===== src/rtl/ifetch_sram_master.sv =====
// Instruction-fetch front end: PC sequencing, sram-like request/handshake, one-entry
// instruction buffer and redirect handling. Optional IFETCH_ADEF_EN adds misaligned-PC exceptions.
module ifetch_sram_master #(
  parameter logic [31:0] RESET_PC = 32'h1c00_0000
) (
  input  logic        clk,
  input  logic        resetn,
  output logic        inst_sram_req,
  output logic        inst_sram_wr,
  output logic [1:0]  inst_sram_size,
  output logic [3:0]  inst_sram_wstrb,
  output logic [31:0] inst_sram_addr,
  output logic [31:0] inst_sram_wdata,
  input  logic        inst_sram_addr_ok,
  input  logic        inst_sram_data_ok,
  input  logic [31:0] inst_sram_rdata,
  input  logic        id_allowin,
  input  logic        br_taken,
  input  logic [31:0] br_target,
  input  logic        flush,
  input  logic [31:0] flush_target,
  output logic        fs_to_ds_valid,
  output logic [31:0] fs_to_ds_pc,
  output logic [31:0] fs_to_ds_inst,
  output logic        fs_to_ds_adef
);

  typedef enum logic [1:0] {
    S_REQ  = 2'd0,
    S_WAIT = 2'd1,
    S_HOLD = 2'd2
  } state_e;

  state_e      state, state_nxt;
  logic [31:0] pc, pc_nxt;
  logic [31:0] redir_pc, redir_pc_nxt;
  logic [31:0] inst_buf, inst_buf_nxt;
  logic        cancel, cancel_nxt;
  logic        rd;
  logic [31:0] rd_target;
  logic        issue_ok;

  // flush outranks a simultaneous branch
  assign rd        = flush | br_taken;
  assign rd_target = flush ? flush_target : br_target;

`ifdef IFETCH_ADEF_EN
  logic adef, adef_nxt;
  assign issue_ok      = (pc[1:0] == 2'b00);
  assign fs_to_ds_adef = adef;
`else
  assign issue_ok      = 1'b1;
  assign fs_to_ds_adef = 1'b0;
`endif

  // State register
  always_ff @(posedge clk) begin
    if (!resetn) begin
      state    <= S_REQ;
      pc       <= RESET_PC;
      redir_pc <= 32'h0;
      inst_buf <= 32'h0;
      cancel   <= 1'b0;
`ifdef IFETCH_ADEF_EN
      adef     <= 1'b0;
`endif
    end else begin
      state    <= state_nxt;
      pc       <= pc_nxt;
      redir_pc <= redir_pc_nxt;
      inst_buf <= inst_buf_nxt;
      cancel   <= cancel_nxt;
`ifdef IFETCH_ADEF_EN
      adef     <= adef_nxt;
`endif
    end
  end

  // Next-state logic; a pending request is never altered, only its data cancelled
  always_comb begin
    state_nxt    = state;
    pc_nxt       = pc;
    redir_pc_nxt = redir_pc;
    inst_buf_nxt = inst_buf;
    cancel_nxt   = cancel;
`ifdef IFETCH_ADEF_EN
    adef_nxt     = adef;
`endif
    case (state)
      S_REQ: begin
`ifdef IFETCH_ADEF_EN
        if (!issue_ok) begin
          // nothing is on the bus, so a redirect can retarget pc directly
          if (rd) begin
            pc_nxt = rd_target;
          end else begin
            state_nxt    = S_HOLD;
            inst_buf_nxt = 32'h0;
            adef_nxt     = 1'b1;
          end
        end else
`endif
        begin
          if (rd) begin
            cancel_nxt   = 1'b1;
            redir_pc_nxt = rd_target;
          end
          if (inst_sram_addr_ok) state_nxt = S_WAIT;
        end
      end
      S_WAIT: begin
        if (inst_sram_data_ok) begin
          if (cancel || rd) begin
            pc_nxt     = rd ? rd_target : redir_pc;
            cancel_nxt = 1'b0;
            state_nxt  = S_REQ;
          end else begin
            inst_buf_nxt = inst_sram_rdata;
            state_nxt    = S_HOLD;
          end
        end else if (rd) begin
          cancel_nxt   = 1'b1;
          redir_pc_nxt = rd_target;
        end
      end
      S_HOLD: begin
        if (rd) begin
          pc_nxt    = rd_target;
          state_nxt = S_REQ;
`ifdef IFETCH_ADEF_EN
          adef_nxt  = 1'b0;
`endif
        end else if (id_allowin) begin
          pc_nxt    = pc + 32'd4;
          state_nxt = S_REQ;
`ifdef IFETCH_ADEF_EN
          adef_nxt  = 1'b0;
`endif
        end
      end
      default: state_nxt = S_REQ;
    endcase
  end

  // Handshake and decode-side outputs are pure decodes of registered state
  assign inst_sram_req   = resetn & (state == S_REQ) & issue_ok;
  assign inst_sram_wr    = 1'b0;
  assign inst_sram_size  = 2'b10;
  assign inst_sram_wstrb = 4'b0000;
  assign inst_sram_addr  = pc;
  assign inst_sram_wdata = 32'h0;

  assign fs_to_ds_valid  = resetn & (state == S_HOLD);
  assign fs_to_ds_pc     = pc;
  assign fs_to_ds_inst   = inst_buf;

endmodule


===== config.mk =====
export PLATFORM = sky130hd
export DESIGN_NAME = ifetch_sram_master
export DESIGN_NICKNAME = d
export VERILOG_FILES = /design/src/rtl/ifetch_sram_master.sv
export SDC_FILE = /design/constraint.sdc
export NUM_CORES = 1
export LEC_CHECK = 0
export ABC_AREA = 1
export BUFFER_PORTS_ARGS = -buffer_cell sky130_fd_sc_hd__clkbuf_2
export CORE_MARGIN = 10
export CORE_UTILIZATION = 52
export DETAILED_ROUTE_END_ITERATION = 16
export PLACE_DENSITY = 0.95
export REMOVE_ABC_BUFFERS = 1
export SYNTH_ARGS = -nofsm -noshare
export SYNTH_HDL_FRONTEND = slang
export SYNTH_SLANG_ARGS = --single-unit

===== constraint.sdc =====
create_clock -name clk -period 2.8 [get_ports clk]
set_input_delay 0.28 -clock clk [delete_from_list [all_inputs] [get_ports clk]]
set_output_delay 0.28 -clock clk [all_outputs]
set_load 0.005 [all_outputs]

# == Yosys cells after proc, flatten, opt, wreduce, memory -nomap -nowiden ==
# Index checks and enable logic that the tools add are counted.
# word_totals
regBits,99
latch_bits,0
ramBits,0
rom_bits,0
input_bits,103
output_inout_bits,138
mem_count,0
# classes
n_addsub,1
multipliers,0
div,0
n_lt_le_gt_ge,0
n_eq_ne,8
shift,0
muxes,19
bitwise,4
n_reduce_logical,9
# op_table
operator,count
$mux 32,7
$pmux 32 s2,2
$add 32x3->32 const B,1
$mux 2,5
$ne 2x2->1 const B,4
$ne 3x3->1 const B,2
$pmux 2 s3,1
$reduce_and 3->1,2
$reduce_and 2->1,2
$reduce_and 4->1,1
$reduce_bool 2->1,2
$mux 1,3
$and 1x1->1,2
$eq 2x1->1 const B,1
$eq 2x2->1 const B,1
$logic_not 2->1,1
$pmux 1 s2,1
$logic_or 1x1->1,1
$not 1->1,1
$or 1x1->1,1

# == Depth between registers and ports, before layout ==
# Gate-level depths: netlist of run 1.
# depth
ltp_word,5
mapped_depth,12
mapped_depth_nobuf,12

# == Worst setup path after synthesis of run 1 ==
# Ideal clock, no wire load.
# synth_timing
kind,reg-to-reg
start,"reg pc[2], in the netlist fs_to_ds_pc[2]"
end,"reg pc[24], in the netlist fs_to_ds_pc[24]"
t_arrival_ps,1502
path_slack_ps,1180
stages_incl_launch_ff,11
path_buffers,0
path_cell_list,dfxtp_1 ha_1 inv_1 nor2_2 nand2_1 nor2_2 inv_1 nor2_1 nand3_1 nand3_1 a21oi_1
# synth_between
elab_chain_len,4
# synth_lines
element,line,source
start: declaration,35,"logic [31:0] pc, pc_nxt;"
start signal: assignment,69,pc <= pc_nxt;
$add 32x3->32,134,pc_nxt = pc + 32'd4;
$mux 32,133,end else if (id_allowin) begin
$mux 32,127,if (rd) begin
$pmux 32 s2,89,case (state)
# Every way passes these cells. The select of a mux whose other input is x is not followed.
# A chain may end at the register's enable or synchronous reset.

# == Worst setup path in the final report of run 1 ==
# layout_timing
start,reg state[0]
end,"reg pc[6], in the netlist fs_to_ds_pc[6]"
# layout_between
elab_chain_len,3
# layout_lines
element,line,source
start: declaration,34,"state_e state, state_nxt;"
start signal: assignment,68,state <= state_nxt;
$eq 2x2->1 or $eq 2x1->1 (tied branches),89,
"$ne 3x3->1 (no source line), or another cell as far along",--,
$reduce_and 4->1 (no source line),--,
# Parallel ways exist; a longest one is shown, timed or not.

==> key figures, run 1 <==
Outcome
  – Status: finished, final reports clean

Synth
  – Synth Area in XOR/XNOR: 0.766%
  – Fraction of registers with async set/reset: 0%
  – Simple-gate share of the synthesized area: 26.9%
  – Main synth FF type: dfxtp_1
  – Sequential share of the synthesized area: 34.6%
  – Count leader, synth: nand2_1
  – Adder-Cell Fraction of Synth Area: 0.219%
  – Synthesized instance count: 875
  – Synth area leader: dfxtp_1
  – Synth Area in Compound Gates: 21.9%
  – Ys Warns: 0
  – Multiplexer area fraction after synthesis: 0%
  – Largest family of logic cells by synthesized area: simple AND/OR/NAND/NOR gates
  – Synth area leaders: dfxtp_1 (35%), nand2_1 (13%), o21ai_0 (11%)
  – Leading cell types by count after synthesis: nand2_1 (193), nor2_1 (135), o21ai_0 (127), dfxtp_1 (99), buf_4 (74)
  – Netlist Area Pre-Place: 5720 um2
  – Post-synth EDFFs: 0
  – Synth top area share: 34.6%
  – Register bit total from synthesis: 99
  – Mean area per synthesized cell: 6.54 um2
  – Netlist cell types: 34

Floorplanning
  – Initial core utilization: 53.0%
  – CORE AREA: 10,800 um2
  – Die ar.: 15,600 um2
  – Chip width: 125 um
  – Die span in y: 125 um
  – Ports: 241
  – # rows: 38

Routing
  – Pre-antenna DRT Iters: 7
  – Avg WL per Cell: 14.9 um
  – Starting DRT DRC Count: 519
  – Vias: 6,099
  – DRC: 0
  – Vias per std cell: 5.27
  – Routed Antenna Nets: 0
  – Final wirelength: 17,200 um

STA
  – Max-slew violations: 0
  – Skew final: 0.0114 ns
  – Hold WS: 0.143 ns
  – Setup TNS Final: 0 ns
  – Final Worst Setup Slack: 0.807 ns
  – # setup viols final: 0
  – Post-route clock period utilization: 71.2%
  – Final hold violation count: 0
  – Fmax achieved: 0.502 GHz
  – Slew HR: 32.6%
  – Worst-Margin Slew: 1.01 ns
  – Crit path time final: 1.99 ns
  – Unrepaired setup endpoints after global routing: no

Layout
  – # fillers: 1,013
  – Final #Nets: 1,116
  – Post-route insts no fill: 1,157
  – Area grow syn2layout: 14.0%
  – Post-layout util: 60.4%
  – Share of cells above drive strength 1: 23.3%
  – Final instance area: 6520 um2
  – Antenna cells: 0

Clock tree
  – Number of buffers added for setup after CTS: 0
  – Latest clock arrival within the worst-skew pair: 0.38 ns
  – Clk slew on worst S/H paths: 0.11 ns
  – CTS Buffer Depth: 2
  – Clock sinks: 99
  – Hold-fix buffers at CTS: 0
  – CTS tree: done
  – CTS root buf: clkbuf_8
  – H-Tree Depth: 3
  – Resize count post-CTS: 0
  – CTS Buf Count: 9

Place
  – Cells after DPL: 1,141
  – Dpl ws: 0.811 ns
  – DP HPWL: 12,800 um
  – Global placer's final weighted congestion: 0.909
  – Area post-placement: 6340 um2
  – Port Buffer Count: 200

Power
  – Register share of total power: 53.3%
  – Sw power: 0.923 mW
  – Gate power share: 16.3%
  – Switching Fraction: 31.2%
  – Worst vdd ir: 224 uV
  – Overall power: 2.95 mW
  – Power per standard cell area: 453 nW/um2
  – P_int: 2.03 mW
  – Static leakage: 2.98 nW
  – Clock power frac: 30.4%

GRT
  – Gr ovfl total: 0
  – Gr usage total: 20.9%
  – First-pass GRT wire length: 28,300 um
  – Initial antenna violation count: 0
  – Vias in the first global route: 5,721
  – Largest net degree at the start of global routing: 66

Critical path
  – Crit path max fanout: 34
  – Crit end category: flip-flop
  – CP arrival: 2.29 ns
  – Startpoint Class: flip-flop
  – Worst setup path class: flip-flop to flip-flop
  – Worst Path Required: 3.10 ns
  – Worst reg-to-reg setup slack: 0.81 ns

Min path
  – Worst hold path class: input pin to flip-flop

Job
  – # Max-Cap Violations: 0
power by group through the flow:
stage | registers, mW | logic, mW | clock network (mW)
2_1_floorplan | 1.59 | 0.250 | 0
3_3_place_gp | 1.60 | 0.466 | 0
3_5_place_dp | 1.60 | 0.478 | 0
4_1_cts | 1.57 | 0.480 | 0.906
5_1_grt | 1.59 | 0.555 | 0.963
6_report | 1.58 | 0.481 | 0.897
cell type report:
cell class | count | area [um2] | area share [%]
repair buffers | 208 | 1060 | 16.3
well taps | 140 | 175 | 2.69
multi-input cells | 662 | 3000 | 46.0
flip-flops and latches | 99 | 1980 | 30.4
clock buffers | 9 | 124 | 1.90
inverters | 32 | 120 | 1.84
clock inverters | 7 | 60.1 | 0.921
layout by cell type (no fill, tap or decap), types with 3 or more instances in the layout:
master	n
conb_1	40
o21ai_0	127
xor2_1	3
nand2_1	192
inv_2	5
nand3b_1	5
nand3_1	32
a31oi_1	36
dfxtp_1	99
o21ai_1	28
a21oi_1	38
clkbuf_8	9
buf_4	8
o22ai_1	3
clkbuf_2	200
clkinv_4	3
inv_1	25
nor2_1	135
o21bai_1	3
nand4_1	4
cells by family (layout without fill, tap and decap cells):
| kind of cell | after synthesis | count (layout) |
|---|---|---|
| buffers and inverters | 152 | 256 |
| AOI/OAI and AO/OA | 238 | 238 |
| xor gates and xnor gates | 5 | 5 |
| adders and majority gates | 1 | 1 |
| other | 2 | 40 |
| and+or+nand+nor | 378 | 378 |
| DFF | 99 | 99 |
flip-flops by register name (all words and copies together) (netlist names):
name,cells
fs_to_ds_inst,32
fs_to_ds_pc,32
state,2
redir_pc,32
cancel,1
path summary, 6_finish.rpt:
check / start / end / depth (start not counted)
worst max register to register: state[0]$_SDFFE_PN0P_ / fs_to_ds_pc[6]$_SDFFE_PN0P_ / 8
worst min register to register: cancel$_SDFFE_PN0P_ / cancel$_SDFFE_PN0P_ / 2
worst max-delay path: state[0]$_SDFFE_PN0P_ / fs_to_ds_pc[6]$_SDFFE_PN0P_ / 8
worst min-delay path: inst_sram_rdata[4] / fs_to_ds_inst[4]$_SDFFE_PN0P_ / 3
critical path, stage by stage, from the launching register on:
cell and delay, ns:
dfxtp_1 0.43, inv_1 0.06, nor2_1 0.13, nand3_1 0.10, nand2_1 0.12, nand2_4 0.21
inv_2 0.51, o21ai_0 0.15, a31oi_1 0.19
per-layer routing:
metal | global-route usage (%) | share of wire, %
met3 | 4.17 | 7.3
met5 | 0 | 0
met2 | 35.3 | 48
met4 | 5.01 | 1.0
met1 | 26.8 | 44
Power figures use the tool's default switching activity.
==> run 2: changes to the inputs <==
Settings changed: ABC_AREA 1 to 0, CORE_UTILIZATION 52 to 49, PLACE_DENSITY 0.95 to 0.9.
Clock period 2.8 ns to 2 ns, I/O delays scaled along.
==> key figures, run 2 <==
Synth
  – Mean area per synthesized cell: 7.50 um2 (+15%)
  – Synth top area share: 34.3% (-0.33 points)
  – Fraction of registers with async set/reset: 0% (unchanged)
  – Netlist cell types: 62 (+82%)
  – Leading cell types by count after synthesis: nand2_1 (100), dfxtp_1 (99), nor2_1 (76), a21oi_1 (75), buf_4 (72)
  – Synth area leaders: dfxtp_1 (34%), buf_4 (9.4%), a21oi_1 (6.5%)
  – Post-synth EDFFs: 0 (unchanged)
  – Count leader, synth: nand2_1
  – Synthesized instance count: 770 (-12%)
  – Register bit total from synthesis: 99 (unchanged)
  – Synth area leader: dfxtp_1
  – Ys Warns: 0 (unchanged)
  – Netlist Area Pre-Place: 5780 um2 (+0.96%)
  – Sequential share of the synthesized area: 34.3% (-0.33 points)
  – Main synth FF type: dfxtp_1

Critical path
  – Worst reg-to-reg setup slack: 0.08 ns (-0.72 ns)
  – CP arrival: 2.19 ns (-0.10 ns)
  – Worst Path Required: 2.28 ns (-0.82 ns)
  – Slowest cell on crit path: or4b_4
  – Largest stage delay, worst path: 0.59 ns (+0.08 ns)
  – Crit end category: flip-flop
  – WP buf/inv: 1 (-1)
  – Worst setup path class: flip-flop to flip-flop
  – CP cell instances: or4b_4 > buf_4 > nor3b_1 > a31oi_1 > o221ai_1
  – Startpoint Class: flip-flop
  – Top delay family on crit path: simple AND/OR/NAND/NOR gates
  – Crit path max fanout: 13 (-62%)

STA
  – Worst-Margin Slew: 0.718 ns (-0.289 ns)
  – Final hold violation count: 0 (unchanged)
  – Skew final: 0.00827 ns (-0.00310 ns)
  – Setup TNS Final: 0 ns (unchanged)
  – Crit path time final: 1.92 ns (-0.0758 ns)
  – Final Worst Setup Slack: 0.0829 ns (-0.724 ns)
  – # setup viols final: 0 (unchanged)
  – Post-route clock period utilization: 95.9% (+25 points)
  – Slew HR: 51.9% (+19 points)
  – Max-slew violations: 0 (unchanged)
  – Unrepaired setup endpoints after global routing: no
  – Fmax achieved: 0.522 GHz (+4.0%)

Power
  – Overall power: 4.70 mW (+59%)
  – Gate power share: 17.0% (+0.7 points)
  – Power per standard cell area: 657 nW/um2 (+45%)
  – Clock power frac: 37.3% (+6.9 points)
  – Switching Fraction: 26.9% (-4.3 points)
  – Worst vdd ir: 537 uV (+140%)
  – Sw power: 1.26 mW (+37%)
  – Static leakage: 3.15 nW (+5.8%)
  – Register share of total power: 45.7% (-7.6 points)
  – P_int: 3.43 mW (+69%)

Routing
  – Routed Antenna Nets: 0 (unchanged)
  – Vias: 6,351 (+4.1%)
  – Vias per std cell: 5.78 (+9.6%)
  – DRC: 0 (unchanged)
  – Starting DRT DRC Count: 562 (+8.3%)
  – Final wirelength: 20,300 um (+18%)
  – Pre-antenna DRT Iters: 6 (-1)
  – Avg WL per Cell: 18.4 um (+24%)

Clock tree
  – CTS tree: done
  – H-Tree Depth: 3 (unchanged)
  – CTS Buffer Depth: 2 (unchanged)
  – CTS Buf Count: 9 (unchanged)
  – Clock sinks: 99 (unchanged)
  – CTS root buf: clkbuf_16
  – Clk slew on worst S/H paths: 0.07 ns (-0.04 ns)
  – Hold-fix buffers at CTS: 0 (unchanged)
  – Latest clock arrival within the worst-skew pair: 0.36 ns (-0.02 ns)

GRT
  – Gr ovfl total: 0 (unchanged)
  – Vias in the first global route: 6,165 (+7.8%)
  – First-pass GRT wire length: 31,300 um (+11%)
  – Initial antenna violation count: 0 (unchanged)
  – Largest net degree at the start of global routing: 34 (-48%)
  – Gr usage total: 22.9% (+2.0 points)

Place
  – Global placer's final weighted congestion: 0.976 (+7.4%)
  – Port Buffer Count: 200 (unchanged)
  – DP HPWL: 15,500 um (+21%)
  – Dpl ws: 0.120 ns (-0.691 ns)
  – Area post-placement: 6840 um2 (+7.9%)

Floorplanning
  – Die span in y: 129 um (+2.9%)
  – Ports: 241 (unchanged)
  – Initial core utilization: 50.4% (-2.6 points)
  – Chip width: 129 um (+2.9%)
  – CORE AREA: 11,500 um2 (+6.2%)
  – # rows: 39 (+2.6%)
  – Die ar.: 16,500 um2 (+6.0%)

Layout
  – Area grow syn2layout: 23.7%
  – Most common cell after layout, fill and taps aside: clkbuf_2
  – Post-layout util: 62.3% (+1.9 points)
  – Final instance area: 7150 um2 (+9.6%)
  – Final #Nets: 1,055 (-5.5%)
  – Leading cell types in the layout, fill and taps excluded: clkbuf_2 (200), nand2_1 (100), dfxtp_1 (97), nor2_1 (76), a21oi_1 (74)
  – Antenna cells: 0 (unchanged)
  – Share of cells above drive strength 1: 29.9% (+6.6 points)

Job
  – # Max-Cap Violations: 0 (unchanged)

Outcome
  – Status: finished, final reports clean

Min path
  – Worst hold path class: input pin to flip-flop
[run 2: cell types whose count changed after synthesis, moves of 25 or more]
cell	delta
a211oi_1	+29
a21oi_1	+37
a31oi_1	-34
nand2_1	-93
nor2_1	-59
o21ai_0	-95
o21ai_1	-28
o22ai_1	+25
[run 2: worst reg2reg max path: cells and delay by family, from the launching register on]
family	cells	cell delay, ns
compound gates	2	0.31
simple gates	2	0.82
buf+inv	1	0.23
flops	1	0.47
[run 2: kinds of logic after synthesis]
kind of cell	share of synthesized area, %
simple gates	23.9
compound gates	26.1
buf+inv	14.4
flops	34.3
mux	0.867
other cells	0.130
fa+ha+maj	0.217
[run 2: layer usage]
| layer | global-route usage (%) | share of wire [%] | vias to the layer above | routed length, um |
|---|---|---|---|---|
| met1 | 27.6 | 40 | 2885 | 8200 |
| met3 | 5.91 | 11 | 40 | 2260 |
| met2 | 38.1 | 46 | 391 | 9360 |
| met5 | 0 | 0 | - | 0 |
| li1 | - | - | 3035 | - |
| met4 | 9.36 | 2.2 | 0 | 452 |
[run 2: final timing paths]
check	endpoint	cells past startpoint	from
setup / recovery	fs_to_ds_pc[24]$_SDFFE_PN0P_	5	state[1]$_SDFFE_PN0P_
hold / removal	fs_to_ds_inst[2]$_SDFFE_PN0P_	3	inst_sram_rdata[2]
setup reg to reg	fs_to_ds_pc[24]$_SDFFE_PN0P_	5	state[1]$_SDFFE_PN0P_
hold reg to reg	fs_to_ds_inst[6]$_SDFFE_PN0P_	2	fs_to_ds_inst[6]$_SDFFE_PN0P_
[run 2: power by group through the flow]
stage          clock (mW)  sequential, mW  combinational, mW
2_1_floorplan           0            2.19              0.351
3_3_place_gp            0            2.18              0.773
3_5_place_dp            0            2.19              0.786
4_1_cts              1.78            2.14              0.790
5_1_grt              1.84            2.16              0.880
6_report             1.75            2.15              0.800
[run 2: repair_timing]
| item | 4_1_cts | 5_1_grt |
|---|---|---|
| gates resized for setup | 0 | 4 |
| buffers inserted | 0 | 1 |
| endpoints found under the setup margin | 0 | 6 |
[run 2: layout make-up]
type                       instances  area, um2
fill                            1010       4320
timing repair buffer             261       1520
tap                              143        179
clock inverter                     2       35.0
clock buffer                      14        254
inverter                          13       48.8
multi-input combinational        567       3120
sequential                        99       1980
[run 2: metrics by stage]
step	cells	hold slack, ns
5_1_grt	1099	0.0721
6_report	1099	0.0622
4_1_cts	1098	0.0549
3_3_place_gp	1082	0.425
3_5_place_dp	1082	0.430
2_1_floorplan	679	0.289
